## src/rtl/uart_rx_fifo.sv

```systemverilog
`default_nettype none
// ============================================================================
//  Module   : uart_rx_fifo
//  Purpose  : Buffers bytes completed by the UART receiver in a power-of-two
//             FIFO and launches them one at a time into the UART transmitter,
//             pacing launches on the transmitter busy flag. Bytes arriving
//             while the FIFO is full are dropped and flagged (sticky).
//  Revision : 1.0 - initial release
// ============================================================================
module uart_rx_fifo #(
   parameter int DEPTH        = 16,
   parameter int WIDTH        = 8,
   parameter int BUSY_TIMEOUT = 4
) (
   input  logic                     clk,
   input  logic                     rst,
   input  logic                     rx_strobe,
   input  logic [WIDTH-1:0]         rx_data,
   input  logic                     tx_busy,
   output logic                     tx_start,
   output logic [WIDTH-1:0]         tx_data,
   output logic [$clog2(DEPTH):0]   count,
   output logic                     empty,
   output logic                     full,
   output logic                     overflow
);

   localparam int AW = $clog2(DEPTH);
   // Timeout counter must be able to hold BUSY_TIMEOUT itself.
   localparam int TW = (BUSY_TIMEOUT < 1) ? 1 : $clog2(BUSY_TIMEOUT + 1);
   localparam logic [AW:0] C_FULL_CNT = (AW+1)'(DEPTH);
   localparam logic [TW-1:0] C_TMO     = TW'(BUSY_TIMEOUT);

   typedef enum logic [1:0] {
      IDLE      = 2'd0,
      WAIT_BUSY = 2'd1,
      WAIT_DONE = 2'd2
   } state_t;

   logic [WIDTH-1:0] mem_q [DEPTH];
   logic [AW-1:0]    wr_ptr_q;
   logic [AW-1:0]    rd_ptr_q;
   logic [AW:0]      count_q;
   logic             strobe_q;
   logic             overflow_q;
   logic             tx_start_q;
   logic             tx_start_d;
   logic [WIDTH-1:0] tx_data_q;
   state_t           state_q;
   state_t           state_d;
   logic [TW-1:0]    tmo_q;
   logic [TW-1:0]    tmo_d;

   logic w_empty;
   logic w_full;
   logic w_push;
   logic w_push_ok;
   logic w_pop;

   // Occupancy flags decode straight from the registered count.
   assign w_empty = (count_q == '0);
   assign w_full  = (count_q == C_FULL_CNT);

   // Rising edge of the receiver flag; a held level yields a single push.
   assign w_push    = rx_strobe & ~strobe_q;
   // A push while full is dropped even if a pop frees a slot on the same edge.
   assign w_push_ok = w_push & ~w_full;
   // Pop only from IDLE with data available and the transmitter free.
   assign w_pop     = (state_q == IDLE) & ~w_empty & ~tx_busy;

   // FIFO storage write; contents need no reset since count gates reads.
   always_ff @(posedge clk) begin
      if (w_push_ok) begin
         mem_q[wr_ptr_q] <= rx_data;
      end
   end

   // Pointers, occupancy, strobe history and sticky overflow.
   always_ff @(posedge clk) begin
      if (rst) begin
         wr_ptr_q   <= '0;
         rd_ptr_q   <= '0;
         count_q    <= '0;
         strobe_q   <= 1'b1;
         overflow_q <= 1'b0;
      end else begin
         strobe_q <= rx_strobe;
         if (w_push_ok) begin
            wr_ptr_q <= wr_ptr_q + 1'b1;
         end
         if (w_pop) begin
            rd_ptr_q <= rd_ptr_q + 1'b1;
         end
         if (w_push && w_full) begin
            overflow_q <= 1'b1;
         end
         case ({w_push_ok, w_pop})
            2'b10:   count_q <= count_q + 1'b1;
            2'b01:   count_q <= count_q - 1'b1;
            default: count_q <= count_q;
         endcase
      end
   end

   // Transmit sequencer state, launch pulse and launched byte registers.
   always_ff @(posedge clk) begin
      if (rst) begin
         state_q    <= IDLE;
         tmo_q      <= '0;
         tx_start_q <= 1'b0;
         tx_data_q  <= '0;
      end else begin
         state_q    <= state_d;
         tmo_q      <= tmo_d;
         tx_start_q <= tx_start_d;
         if (w_pop) begin
            tx_data_q <= mem_q[rd_ptr_q];
         end
      end
   end

   // Next-state logic: launch, wait for busy to rise (bounded), wait for done.
   always_comb begin
      state_d    = state_q;
      tmo_d      = tmo_q;
      tx_start_d = 1'b0;
      case (state_q)
         IDLE: begin
            if (w_pop) begin
               state_d    = WAIT_BUSY;
               tmo_d      = '0;
               tx_start_d = 1'b1;
            end
         end
         WAIT_BUSY: begin
            if (tx_busy) begin
               state_d = WAIT_DONE;
            end else if (tmo_q >= C_TMO) begin
               // Transmitter never acknowledged; treat the byte as sent.
               state_d = IDLE;
            end else begin
               tmo_d = tmo_q + 1'b1;
            end
         end
         WAIT_DONE: begin
            if (!tx_busy) begin
               state_d = IDLE;
            end
         end
         default: begin
            state_d = IDLE;
         end
      endcase
   end

   assign tx_start = tx_start_q;
   assign tx_data  = tx_data_q;
   assign count    = count_q;
   assign empty    = w_empty;
   assign full     = w_full;
   assign overflow = overflow_q;

endmodule
`default_nettype wire

```

## config.mk

```make
export PLATFORM = sky130hd
export DESIGN_NAME = uart_rx_fifo
export DESIGN_NICKNAME = d
export VERILOG_FILES = /design/src/rtl/uart_rx_fifo.sv
export SDC_FILE = /design/constraint.sdc
export NUM_CORES = 1
export LEC_CHECK = 0
export ABC_AREA = 0
export CAP_MARGIN = 15
export CORE_AREA = 3 3 104 106
export DETAILED_ROUTE_END_ITERATION = 8
export DIE_AREA = 0 0 107 109
export HOLD_SLACK_MARGIN = 0.06
export PLACE_DENSITY = 0.79
export SETUP_SLACK_MARGIN = 0.3
export SYNTH_ARGS = -nofsm -noshare
export SYNTH_HDL_FRONTEND = slang
export SYNTH_SLANG_ARGS = --single-unit
```

## constraint.sdc

```tcl
create_clock -name clk -period 6 [get_ports clk]
set_clock_uncertainty 0.15 [all_clocks]
set_input_delay 1.2 -clock clk [delete_from_list [all_inputs] [get_ports clk]]
set_output_delay 1.2 -clock clk [all_outputs]
set_load 0.01 [all_outputs]
```

# Word level (Yosys, flattened, before mapping)
# Memories as Yosys holds them, arrays and structs flattened. A register that Yosys moved wholly into a read port is not among the register bits.
# Cells that the tools add are included.
[op_classes]
n_addsub = 5
order_cmp = 1
n_mux = 13
bitwise_logic = 9
n_reduce_logical = 8
eq_ne = 10
[op_table]
columns = ["cell", "n"]
rows = [
  ["5-bit case mux with 2 select lines", 1],
  ["3-bit two-way mux", 3],
  ["4-bit by 1-bit adder with 4-bit output, second input constant", 2],
  ["2-bit two-way mux", 4],
  ["2-bit inequality test, second input constant", 4],
  ["2-bit case mux with 3 select lines", 1],
  ["3-bit case mux with 2 select lines", 1],
  ["5-bit by 1-bit adder with 5-bit output, second input constant", 1],
  ["5-bit == test, second input constant", 1],
  ["5-bit zero test", 1],
  ["1-bit NOT", 5],
  ["5-bit by 1-bit subtractor with 5-bit output, second input constant", 1],
  ["1-bit AND", 4],
  ["2-bit by 1-bit == test with 1-bit output, second input constant", 2],
  ["2-bit == test, second input constant", 2],
  ["4-bit AND reduction", 1],
  ["2-bit nonzero test", 2],
  ["3-bit by 1-bit adder with 3-bit output, second input constant", 1],
  ["3-bit >= comparator, second input constant", 1],
  ["1-bit two-way mux", 3],
  ["3-bit inequality test, second input constant", 1],
  ["3-bit AND reduction", 1],
  ["2-bit zero test", 1],
  ["2-bit OR reduction", 1],
  ["1-bit logical AND", 1],
]
[totals]
mem_bits_rw = 128
register_bits = 21
in_bits = 12
memories = 1
out_inout_bits = 17
[memory_table]
columns = ["name", "words", "word_bits", "rd", "rd_ports_with_merged_regs", "write_ports", "line_no", "text"]
rows = [
  ["mem_q", 16, 8, 1, 1, 1, "40", "logic [WIDTH-1:0] mem_q [DEPTH];"],
]

# Longest topological paths before layout
# Gate-level depths: netlist (run 1).
[logic_depth]
depth_word = 6
ltp_mapped = 10
mapped_depth_nobuf = 9

# Worst setup path before layout (run 1)
# OpenSTA, ideal clock, no wires.
[synth_timing]
kind = "input to register"
startpoint = "input port tx_busy"
endpoint = "register count_q[4] (netlist: count[4])"
arrival_ns = 3.371
stages = 9
setup_slack_ns = 2.356
required_time_ns = 5.727
cell_sequence = "nor3_1 -> a21boi_1 -> clkbuf_1 -> ha_1 -> ha_1 -> a21o_1 -> a21oi_1 -> mux2i_1 -> mux2_1"
[synth_via]
elab_chain_cells = 4
word_cells_on_any_way = 6
classes_between = "2 x eq/ne; 1 x mux; 2 x bitwise; 1 x reduce/logical"
[synth_lines]
columns = ["element", "line_no", "text"]
rows = [
  ["start: declaration", "19", "input logic tx_busy,"],
  ["1-bit NOT (*)", "69", "assign w_pop = (state_q == IDLE) & ~w_empty & ~tx_busy;"],
  ["1-bit AND (*)", "69", ""],
  ["net w_pop", "58", "logic w_pop;"],
  ["2-bit by 1-bit == test with 1-bit output / 2-bit == test (equally long branches)", "97", "case ({w_push_ok, w_pop})"],
  ["5-bit case mux with 2 select lines / 2-bit nonzero test (equally long branches)", "-", ""],
  ["end signal: assignment", "98", "2'b10: count_q <= count_q + 1'b1;"],
  ["end signal: assignment", "99", "2'b01: count_q <= count_q - 1'b1;"],
  ["end signal: assignment", "100", "default: count_q <= count_q;"],
  ["end: declaration", "43", "logic [AW:0] count_q;"],
]
# Mark *: on every way through the listed nets, which the timed path passes. The rest lies on a longest branch.
# A chain may end at the register's enable or synchronous reset.

# Final worst setup path (run 1)
[layout_timing]
startpoint = "register count_q[0] (netlist: count[0])"
endpoint = "output port full"
[layout_via]
elab_chain_cells = 1
[layout_lines]
columns = ["element", "line_no", "text"]
rows = [
  ["5-bit == test", "62", "assign w_full = (count_q == C_FULL_CNT);"],
  ["end: declaration", "24", "output logic full,"],
]
# Every way passes these cells.

==> metrics.md, run 1 <==
| Metric | Value |
|---|---|
| Status | finished clean |
| Vias in the first global route | ~3,500 |
| Largest net degree at the start of global routing | 56 |
| CTS tree | yes |
| IO Port Bufs | 28 |
| Vias | about 3,600 |
| Synthesized cell area | about 6300 µm² |
| GR Util met2 | between 30 and 40% |
| Post-CTS Resized | 0 |
| Top area cells in the synthesized netlist | edfxtp_1, dfxtp_1, mux2i_1 |
| Final Power | about 2.8 mW |
| Sequential share of the synthesized area | a little over two thirds |
| Final setup fails | 0 |
| Antenna viol nets, final | 0 |
| CP startpoint kind | register |
| DRT Wirelength | 12.5 mm |
| Clock Path Buffers | 2 |
| Synthesis-to-layout area growth | 15.1% |
| GR Layer Usage met1 | between 30% and 40% |
| Syn Inst Count | approximately 400 |
| Achievable Freq | 267 MHz |
| CORE AREA | between 9000 and 10,000 µm² |
| Hold Path Sink | tmo_q[1]$_SDFFE_PP0P_ |
| GRT Overall Usage | roughly a quarter |
| Mapped Avg Cell Area | 15.7 µm² |
| Setup CP Type | reg2out |
| Routing usage on met3 | 6.22% |
| Worst hold stages | 2 |
| Worst slew pin tran | between 1 and 1.5 ns |
| RR Endpoint | count[4]$_SDFFE_PP0P_ |
| RSZ-0062 raised after global routing | no |
| Initial DRC count | 343 |
| Share of layout cells above drive strength 1 | 11.7% |
| Initial core utilization | a little under two thirds |
| Crit. End Element | primary output |
| Layout net count | 454 |
| Yosys top cell area share | 61.2% |
| Skew-Pair Late Insertion Delay | 0.53 ns |
| Cell leakage power | between 2 and 2.5 nW |
| Die Wd | between 100 and 150 µm |
| R2R depth | 9 |
| Hold wc startpoint | tmo_q[1]$_SDFFE_PP0P_ |
| Post-synthesis cell type count | 43 |
| Total gr overflow | 0 |
| Max-slew violations | 0 |
| Core Util, Final | between 70 and 80% |
| Ys async rst share | 0% |
| CTS Buf Count | 17 |
| Max cap viols | 0 |
| Syn Nets | roughly 420 |
| Pwr Density | about 380 nW/µm² |
| Inst Count DP | ~540 |
| Prevailing post-synth register cell | edfxtp_1 |
| Max-slew headroom | between 20 and 30% |
| Vias/cell | about 6.2 |
| DRC Markers | 0 |
| R2R Setup Slk | 2.85 ns |
| CTS root buffer | clkbuf_8 |
| Busiest grt layer | met2 |
| Sum Neg Setup Slack | 0 ns |
| Worst EP required | roughly 4.7 ns |
| WL/cell | around 22 µm |
| # H-tree levels | 4 |
| Die ar. | between 10,000 and 15,000 µm² |
| First-pass GRT wire length | slightly below 20 mm |
| Postcts setup bufs | 0 |
| Synth Register Bits | about 160 |
| Cell Area, Placed | between 6000 and 7000 µm² |
| Num Clock Sinks | 157 |
| FILL cells | between 500 and 600 |
| Min Tclk post-route | about 3.7 ns |
| Worst-path clk slew | approximately 0.07 ns |
| Data arrival, critical path | between 2 and 2.5 ns |
| Synth warn | 0 |
| # diodes | 0 |
| Die Span Y | between 100 and 150 µm |
| Cell taking the most area after synthesis | edfxtp_1 |
| Final GP Congestion | roughly 0.88 |
| Rows | 36 |
| Worst VDD drop | 0.237 mV |
| Dpl hpwl | between 7 and 8 mm |
| Hold Path Class | reg2reg |
| Worst-path fanout max | 6 |
| Number of antenna violations at the first check in global routing | 0 |
| Final hold vios | 0 |
| Io pins | 29 |
| Layout Cells excl Fill | just under 600 |
| EDFF count, synth | 128 |
| Final instance area | roughly 7200 µm² |
| Worst r2r src | count[0]$_SDFFE_PP0P_ |
| Drt pass-1 iters | 6 |
| Period utilization | 62.3% |
| Hold Buf Count CTS | 0 |
==> worst max path at each step <==
stage	startpoint	to	cells after the start
detailed placement	rx_strobe	count[4]$_SDFFE_PP0P_	10
global route	count[0]$_SDFFE_PP0P_	full	3
global placement	rx_strobe	count[4]$_SDFFE_PP0P_	10
finish	count[0]$_SDFFE_PP0P_	full	3
floorplan	tx_busy	count[4]$_SDFFE_PP0P_	9
CTS	count[0]$_SDFFE_PP0P_	full	3
==> registers in the layout (all words and copies together) (netlist names) <==
register,flops
strobe_q,1
state_q,2
rd_ptr_q,4
count,5
wr_ptr_q,4
tx_start,1
overflow,1
tmo_q,3
mem_q,128
tx_data,8
==> worst max-delay path, cell delays in order (launching register included) <==
cell and delay, ns:
dfxtp_1 0.37, or4_1 0.71, nor2_1 0.20, clkdlybuf4s50_1 0.58
==> layer usage <==
| layer | part of all wire, % | vias to the layer above |
|---|---|---|
| li1 | - | 1607 |
| met2 | 48 | 142 |
| met1 | 43 | 1790 |
| met5 | 0 | - |
| met4 | 2.8 | 0 |
| met3 | 6.4 | 24 |
==> placed cells by master, fill, tap and decap left out, types with 3 or more instances in the layout <==
cell type	count
a22oi_1	3
edfxtp_1	128
nand3b_1	3
ha_1	10
nand2b_1	3
a311oi_1	8
clkbuf_16	16
xor2_1	5
clkdlybuf4s50_1	28
dfxtp_1	28
buf_4	4
o22ai_1	21
mux2i_1	47
clkbuf_1	3
nor2b_1	5
nand2_1	10
nor3_1	11
clkinvlp_4	5
clkinv_4	3
xnor2_1	5
nor2_1	44
a21oi_1	6
mux4_2	11
==> cells by family (layout without fill, tap and decap cells) <==
group / count (synthesis) / after routing / synth area share (%)
muxes: 59 / 59 / 11.6
AOI/OAI and AO/OA: 48 / 48 / 5.54
buffers and inverters: 27 / 70 / 1.93
xor gates and xnor gates: 10 / 10 / 1.39
and+or+nand+nor: 89 / 89 / 6.75
adders and majority gates: 11 / 11 / 2.31
DFF: 157 / 157 / 70.5
==> stage by stage <==
stage                     hold WS (ns)  setup slack [ns]
final                            0.318              2.26
after global routing             0.336              2.16
after CTS                        0.321              2.22
after detailed placement         0.312              1.77
after global placement           0.296              1.88
after floorplan                  0.286              2.36
==> synthesized netlist by cell type, types with 6 or more instances <==
library cell  instances
edfxtp_1            128
mux2i_1              47
nor2_1               44
dfxtp_1              29
o22ai_1              21
mux4_2               11
nor3_1               11
buf_2                10
ha_1                 10
nand2_1              10
clkbuf_1              9
a311oi_1              8
a21oi_1               6
==> layout make-up <==
| class | instances | area (µm²) | share of cell area (%) |
|---|---|---|---|
| Clock buffer | 20 | 425 | 5.89 |
| Clock inverter | 12 | 116 | 1.61 |
| Inverter | 4 | 15.0 | 0.208 |
| Multi-Input combinational cell | 217 | 1730 | 24.0 |
| Sequential cell | 157 | 4430 | 61.2 |
| Tap cell | 133 | 166 | 2.30 |
| Timing Repair Buffer | 34 | 343 | 4.74 |
==> power by group <==
part | switching [mW] | internal, mW | leakage (nW)
clock | 0.429 | 0.553 | 0.248
sequential | 0.0508 | 1.23 | 1.39
combinational | 0.259 | 0.242 | 0.643
total | 0.739 | 2.02 | 2.28
(Power assumes the default switching activity.)
==> run 2, diff against run 1 <==
--- a/config.mk
+++ b/config.mk
@@ -7,11 +7,11 @@
 export LEC_CHECK = 0
 export ABC_AREA = 0
 export CAP_MARGIN = 15
-export CORE_AREA = 3 3 104 106
+export CORE_AREA = 3 3 112 114
 export DETAILED_ROUTE_END_ITERATION = 8
-export DIE_AREA = 0 0 107 109
+export DIE_AREA = 0 0 115 117
 export HOLD_SLACK_MARGIN = 0.06
-export PLACE_DENSITY = 0.79
+export PLACE_DENSITY = 0.72
 export SETUP_SLACK_MARGIN = 0.3
 export SYNTH_ARGS = -nofsm -noshare
 export SYNTH_HDL_FRONTEND = slang
==> constraint.sdc (replaced) <==
create_clock -name clk -period 3.03 [get_ports clk]
set_clock_uncertainty 0.15 [all_clocks]
set_input_delay 0.606 -clock clk [delete_from_list [all_inputs] [get_ports clk]]
set_output_delay 0.606 -clock clk [all_outputs]
set_load 0.01 [all_outputs]
==> metrics.md, run 2 (same netlist as run 1, synthesis figures left out) <==
| Metric | Value |
|---|---|
| Status | finished clean (unchanged) |
| Largest net degree at the start of global routing | 42 (was 56) |
| R2R Setup Slk | 0.52 ns (was 2.85 ns) |
| Final Power | 6.02 mW (was 2.76 mW) |
| Max cap viols | 0 (unchanged) |
| CORE AREA | 11,500 µm² (was 9860 µm²) |
| Synthesis-to-layout area growth | 21.4% (was 15.1%) |
| Pwr Density | 789 nW/µm² (was 382 nW/µm²) |
| Drt pass-1 iters | 7 (was 6) |
| Crit. End Element | register (was primary output) |
| Worst EP required | 3.18 ns (was 4.65 ns) |
| Inst Count DP | 578 (was 544) |
| Cell Area, Placed | 6900 µm² (was 6660 µm²) |
| Share of layout cells above drive strength 1 | 18.9% (was 11.7%) |
| Setup CP Type | in2reg (was reg2out) |
| Final setup fails | 0 (unchanged) |
| Layout Cells excl Fill | 614 (was 577) |
| Antenna viol nets, final | 0 (unchanged) |
| Sum Neg Setup Slack | 0 ns (unchanged) |
| Vias | 3,647 (was 3,563) |
| Final hold vios | 0 (unchanged) |
| Commonest non-fill, non-tap cell in the layout | edfxtp_1 (unchanged) |
| # diodes | 0 (unchanged) |
| Cell leakage power | 2.51 nW (was 2.28 nW) |
| Worst-path cell chain | clkdlybuf4s50_1 -> nand2b_1 -> a21oi_2 -> inv_2 -> ha_4 -> fa_2 -> a21o_1 -> a21oi_2 -> mux2i_1 -> mux2_1 (was or4_1 -> nor2_1 -> clkdlybuf4s50_1) |
| Number of antenna violations at the first check in global routing | 0 (unchanged) |
| Die Span Y | 117 µm (was 109 µm) |
| Final instance area | 7620 µm² (was 7230 µm²) |
| Max-slew violations | 0 (unchanged) |
| Initial DRC count | 397 (was 343) |
| Hold Path Class | reg2reg (unchanged) |
| Hold wc startpoint | tmo_q[1]$_SDFFE_PP0P_ (unchanged) |
| RSZ-0062 raised after global routing | no (unchanged) |
| Num Clock Sinks | 157 (unchanged) |
| Critical path origin | rx_strobe (was count[0]$_SDFFE_PP0P_) |
| Die Wd | 115 µm (was 107 µm) |
| Worst-path clk slew | 0.06 ns (was 0.07 ns) |
| Initial core utilization | 54.5% (was 63.7%) |
| Max layer used | met4 (unchanged) |
| Io pins | 29 (unchanged) |
| Worst-path fanout max | 3 (was 6) |
| Skew-Pair Late Insertion Delay | 0.42 ns (was 0.53 ns) |
| Worst r2r src | count[3]$_SDFFE_PP0P_ (was count[0]$_SDFFE_PP0P_) |
| Worst VDD drop | 0.449 mV (was 0.237 mV) |
| Slowest stage delay, CP | 0.50 ns (was 0.71 ns) |
| Met1 WL | 5.40 mm (was 5.43 mm) |
| CTS tree | yes (unchanged) |
| Achievable Freq | 384 MHz |
| DRC Markers | 0 (unchanged) |
| Total gr overflow | 0 (unchanged) |
| Data arrival, critical path | 2.76 ns (was 2.39 ns) |
| Vias/cell | 5.94 (was 6.18) |
| Hold Buf Count CTS | 0 (unchanged) |
| Min Tclk post-route | ~2.6 ns |
| Max-slew headroom | 54.0% (was 29.2%) |
| Period utilization | between 80% and 90% |
| Layout net count | 481 (was 454) |
| DRT Wirelength | 12.7 mm (was 12.5 mm) |
| WL met2 | 6.16 mm (was 5.96 mm) |
| CP max-delay cell | clkdlybuf4s50_1 (was or4_1) |
| CTS Buf Count | 17 (unchanged) |
| CTS root buffer | clkbuf_16 (was clkbuf_8) |
| Clock Path Buffers | 2 (unchanged) |
| Biggest register | mem_q (unchanged) |
| Rows | 39 (was 36) |
| CP startpoint kind | input port (was register) |
| Flip-flop count of the largest register after layout | 128 (unchanged) |
| GRT Overall Usage | 20.5% (was 23.5%) |
| Vias in the first global route | 3,602 (was 3,537) |
| # H-tree levels | 4 (unchanged) |
| Metal3 WL | 862 µm (was 802 µm) |
| Crit-path most repeated cell | a21oi_2 |
| Dpl hpwl | 8.32 mm (was 7.81 mm) |
| Most frequent cells in the layout | edfxtp_1, mux2i_1, nor2_1, buf_4, dfxtp_1 (was edfxtp_1, mux2i_1, nor2_1, dfxtp_1, clkdlybuf4s50_1) |
| Worst slew pin tran | 0.688 ns (was 1.06 ns) |
| WL/cell | 20.7 µm (was 21.7 µm) |
| Die ar. | 13,500 µm² (was 11,700 µm²) |
| First-pass GRT wire length | 20.0 mm (was 19.8 mm) |
| IO Port Bufs | 28 (unchanged) |
| Final GP Congestion | 0.864 (was 0.878) |
[run 2: cell count changes in the layout (fill, tap and decap cells not counted), moves of 3 or more]
cell             before  now
clkdlybuf4s50_1      28   25
clkinvlp_4            5    2
bufinv_16             1    6
buf_4                 4   32
[run 2: what timing repair did]
item | 4_1_cts | 5_1_grt
setup buffers | 2 | 2
pin swaps | 1 | 2
setup endpoints to repair | 2 | 1
gates resized for setup | 5 | 4
[run 2: final timing paths]
path | endpoint | depth (start not counted)
worst min register to register | tmo_q[1]$_SDFFE_PP0P_ | 2
worst max register to register | count[4]$_SDFFE_PP0P_ | 8
worst min-delay path | tmo_q[1]$_SDFFE_PP0P_ | 2
worst max-delay path | count[4]$_SDFFE_PP0P_ | 10
[run 2: cell type report]
| cell class | count | area (µm²) |
|---|---|---|
| timing repair buffer | 61 | 541 |
| inverter | 4 | 15.0 |
| multi-input combinational | 217 | 1790 |
| clock buffer | 18 | 429 |
| clock inverter | 14 | 240 |
| tap | 143 | 179 |
| sequential | 157 | 4430 |
| fill | 800 | 3890 |
[run 2: critical path: cells and delay by family]
kind / cells / cell delay (ns)
adders and majority gates: 2 / 0.51
muxes: 2 / 0.52
AOI/OAI and AO/OA: 3 / 0.47
buffers and inverters: 2 / 0.56
and+or+nand+nor: 1 / 0.09
[run 2: stage by stage]
stage / util (%) / setup slack (ns) / hold WS [ns]
after floorplan: - / 0.326 / 0.286
after detailed placement: 60.0 / -0.0653 / 0.310
final: 66.2 / 0.425 / 0.322
after global placement: 60.0 / -0.0175 / 0.293
after CTS: 65.9 / 0.372 / 0.321
after global routing: 66.2 / 0.307 / 0.346
[run 2: routing by layer]
layer | global-route usage, % | vias to the layer above
li1 | - | 1665
met1 | 27.4 | 1800
met2 | 32.3 | 155
met3 | 6.07 | 27
met4 | 7.36 | 0
met5 | 0 | -
[run 2: power breakdown]
group          total, mW  switching, mW  internal, mW
clock network       2.38          0.834          1.55
logic               1.09          0.543         0.552
registers           2.54          0.110          2.43
total               6.02           1.49          4.53
==> run 3, diff against run 2 <==
--- a/config.mk
+++ b/config.mk
@@ -5,13 +5,13 @@
 export SDC_FILE = /design/constraint.sdc
 export NUM_CORES = 1
 export LEC_CHECK = 0
-export ABC_AREA = 0
+export ABC_AREA = 1
 export CAP_MARGIN = 15
-export CORE_AREA = 3 3 112 114
+export CORE_AREA = 3 3 117 119
 export DETAILED_ROUTE_END_ITERATION = 8
-export DIE_AREA = 0 0 115 117
+export DIE_AREA = 0 0 120 122
 export HOLD_SLACK_MARGIN = 0.06
-export PLACE_DENSITY = 0.72
+export PLACE_DENSITY = 0.71
 export SETUP_SLACK_MARGIN = 0.3
 export SYNTH_ARGS = -nofsm -noshare
 export SYNTH_HDL_FRONTEND = slang
==> metrics.md, run 3 <==
| Metric | Value |
|---|---|
| Worst-path fanout max | 5 (was 3) |
| Synth Register Bits | 157 (unchanged) |
| Commonest cells post-synth | nand2_1, edfxtp_1, nand3_1 (was edfxtp_1, mux2i_1, nor2_1) |
| FILL cells | 1,009 (was 800) |
| Area occupied by multi-input gates | 1860 µm² (was 1790 µm²) |
| Prevailing post-synth register cell | edfxtp_1 (unchanged) |
| Antenna viol nets, final | 0 (unchanged) |
| Min Tclk post-route | 2.53 ns (was 2.61 ns) |
| Syn Nets | 717 (was 424) |
| Inst Count DP | 890 (was 578) |
| Synth Area in Compound Gates | 1.90% (was 5.54%) |
| Most frequent cells in the layout | nand2_1, edfxtp_1, nand3_1, inv_1, nor2_1 (was edfxtp_1, mux2i_1, nor2_1, buf_4, dfxtp_1) |
| Clk pwr share | 31.7% (was 39.6%) |
| Die Span Y | 122 µm (was 117 µm) |
| Worst EP required | 3.19 ns (was 3.18 ns) |
| Postcts setup bufs | 0 (was 2) |
| # diodes | 0 (unchanged) |
| CTS tree | yes (unchanged) |
| Worst-path clk slew | 0.06 ns (about the same) |
| GRT Overall Usage | 22.1% (was 20.5%) |
| Vias | 4,780 (was 3,647) |
| Worst VDD drop | 0.517 mV (was 0.449 mV) |
| Post-CTS Resized | 0 (was 5) |
| Synth warn | 0 (unchanged) |
| CTS Buf Count | 17 (unchanged) |
| Die ar. | 14,600 µm² (was 13,500 µm²) |
| Synth Area in Adders | 2.12% (was 2.31%) |
| Rows | 41 (was 39) |
| Switch Pwr | 2.10 mW (was 1.49 mW) |
| Largest net degree at the start of global routing | 67 (was 42) |
| Syn Inst Count | 694 (was 401) |
| Pwr Density | 822 nW/µm² (was 789 nW/µm²) |
| Initial core utilization | 53.9% (was 54.5%) |
| Total gr overflow | 0 (unchanged) |
| Register Area | 4430 µm² (about the same) |
| CTS root buffer | clkbuf_16 (unchanged) |
| PnR worst setup slack | 0.496 ns (was 0.425 ns) |
| Max cap viols | 0 (unchanged) |
| Max-slew violations | 0 (unchanged) |
| CORE AREA | 12,700 µm² (was 11,500 µm²) |
| Cell with the most instances after synthesis | nand2_1 (was edfxtp_1) |
| Final Power | 6.51 mW (was 6.02 mW) |
| Hold Path Class | reg2reg (unchanged) |
| Flip-flop count of the largest register after layout | 128 (unchanged) |
| Vias in the first global route | 4,561 (was 3,602) |
| Data arrival, critical path | 2.69 ns (was 2.76 ns) |
| Skew-Pair Late Insertion Delay | 0.42 ns (about the same) |
| Achievable Freq | 395 MHz (was 384 MHz) |
| Seq pwr share | 39.3% (was 42.2%) |
| Final instance area | 7920 µm² (was 7620 µm²) |
| Largest family of logic cells by synthesized area | simple AND/OR/NAND/NOR gates (was multiplexers) |
| Placement Setup Slack | 0.124 ns (was -0.0653 ns) |
| Commonest non-fill, non-tap cell in the layout | nand2_1 (was edfxtp_1) |
| Worst slew pin tran | 0.791 ns (was 0.688 ns) |
| EDFF count, synth | 128 (unchanged) |
| Period utilization | 83.6% (was 86.0%) |
| Synthesis-to-layout area growth | 15.9% (was 21.4%) |
| Die Wd | 120 µm (was 115 µm) |
| # H-tree levels | 4 (unchanged) |
| Ys async rst share | 0% (unchanged) |
| Hold slack | 0.342 ns (was 0.322 ns) |
| Cell leakage power | 3.35 nW (was 2.51 nW) |
| Mapped Avg Cell Area | 9.85 µm² (was 15.7 µm²) |
| Drt pass-1 iters | 5 (was 7) |
| Yosys top cell area share | 56.3% (was 61.2%) |
| Max-slew headroom | 47.1% (was 54.0%) |
| IO Port Bufs | 28 (unchanged) |
| Post-synthesis cell type count | 24 (was 43) |
| CP startpoint kind | input port (unchanged) |
| Share of layout cells above drive strength 1 | 7.87% (was 18.9%) |
| Dpl hpwl | 9.75 mm (was 8.32 mm) |
| Final hold vios | 0 (unchanged) |
| Clock Path Buffers | 2 (unchanged) |
| Setup CP Type | in2reg (unchanged) |
| Share of total power in combinational logic | 29.0% (was 18.2%) |
| Core Util, Final | 62.5% (was 66.2%) |
| Number of antenna violations at the first check in global routing | 0 (unchanged) |
| Initial DRC count | 391 (was 397) |
| Io pins | 29 (unchanged) |
| Status | finished clean (unchanged) |
| RSZ-0062 raised after global routing | no (unchanged) |
| Xor and xnor fraction of the mapped netlist area | 0.897% (was 1.39%) |
| Biggest register | mem_q (unchanged) |
| Int Pwr | 4.40 mW (was 4.53 mW) |
| Simple-gate share of the synthesized area | 22.2% (was 6.75%) |
| Final setup fails | 0 (unchanged) |
| Cell taking the most area after synthesis | edfxtp_1 (unchanged) |
| Synthesized cell area | 6830 µm² (was 6280 µm²) |
| Cell Area, Placed | 7340 µm² (was 6900 µm²) |
| Top area cells in the synthesized netlist | edfxtp_1, nand2_1, dfxtp_1 (was edfxtp_1, dfxtp_1, mux2i_1) |
| Sequential share of the synthesized area | 64.8% (was 70.5%) |
| Vias/cell | 5.18 (was 5.94) |
| Hold Buf Count CTS | 0 (unchanged) |
| Layout net count | 760 (was 481) |
| Sum Neg Setup Slack | 0 ns (unchanged) |
| WL/cell | 16.5 µm (was 20.7 µm) |
| Crit. End Element | register (unchanged) |
| Final GP Congestion | 0.872 (was 0.864) |
| Num Clock Sinks | 157 (unchanged) |
| Post-synthesis mux area share | 0% (was 11.6%) |
| Layout Cells excl Fill | 922 (was 614) |
| Switching share of power | 32.3% (was 24.7%) |
| DRT Wirelength | 15.2 mm (was 12.7 mm) |
| First-pass GRT wire length | 24.0 mm (was 20.0 mm) |
| DRC Markers | 0 (unchanged) |
==> run 3: cell type report <==
type	instances	area share [%]
sequential	157	55.9
inverter	94	4.46
clock inverter	14	1.91
multi-input combinational	413	23.4
clock buffer	18	5.42
tap	172	2.72
timing repair buffer	54	6.16
==> run 3: final timing paths <==
kind | startpoint | to | slack, ns | depth (start not counted)
worst max-delay path | rx_strobe | count[3]$_SDFFE_PP0P_ | 0.50 | 11
worst min-delay path | tmo_q[0]$_SDFFE_PP0P_ | tmo_q[0]$_SDFFE_PP0P_ | 0.34 | 2
worst max register to register | count[0]$_SDFFE_PP0P_ | count[3]$_SDFFE_PP0P_ | 0.70 | 11
worst min register to register | tmo_q[0]$_SDFFE_PP0P_ | tmo_q[0]$_SDFFE_PP0P_ | 0.34 | 2
==> run 3: critical path, cell delays in order <==
cell and delay, ns:
clkdlybuf4s50_1 0.48, inv_1 0.07, nor2_1 0.16, nand2_1 0.11
ha_1 0.30, ha_1 0.36, a21oi_1 0.17, nand2_1 0.08
xor2_1 0.14, o21ai_0 0.16, inv_1 0.06
==> run 3: cells by family (layout without fill, tap and decap cells) <==
family | Yosys count | in the layout
simple gates | 369 | 369
buf+inv | 124 | 180
xor+xnor | 7 | 7
flops | 157 | 157
compound gates | 26 | 26
fa+ha+maj | 11 | 11
==> run 3: layer usage <==
layer / vias to the layer above / track usage [%] / part of all wire [%]
met5: - / 0 / 0
met2: 167 / 35.5 / 49
met3: 26 / 5.01 / 7.1
li1: 2329 / - / -
met4: 0 / 6.80 / 1.6
met1: 2258 / 30.3 / 42
==> run 3: power groups by stage <==
stage / Clock [mW] / Sequential [mW] / Combinational, mW
floorplan: 0 / 2.61 / 1.26
global placement: 0 / 2.59 / 1.83
detailed placement: 0 / 2.60 / 1.87
CTS: 2.09 / 2.56 / 1.89
global route: 2.19 / 2.57 / 2.09
finish: 2.07 / 2.56 / 1.89
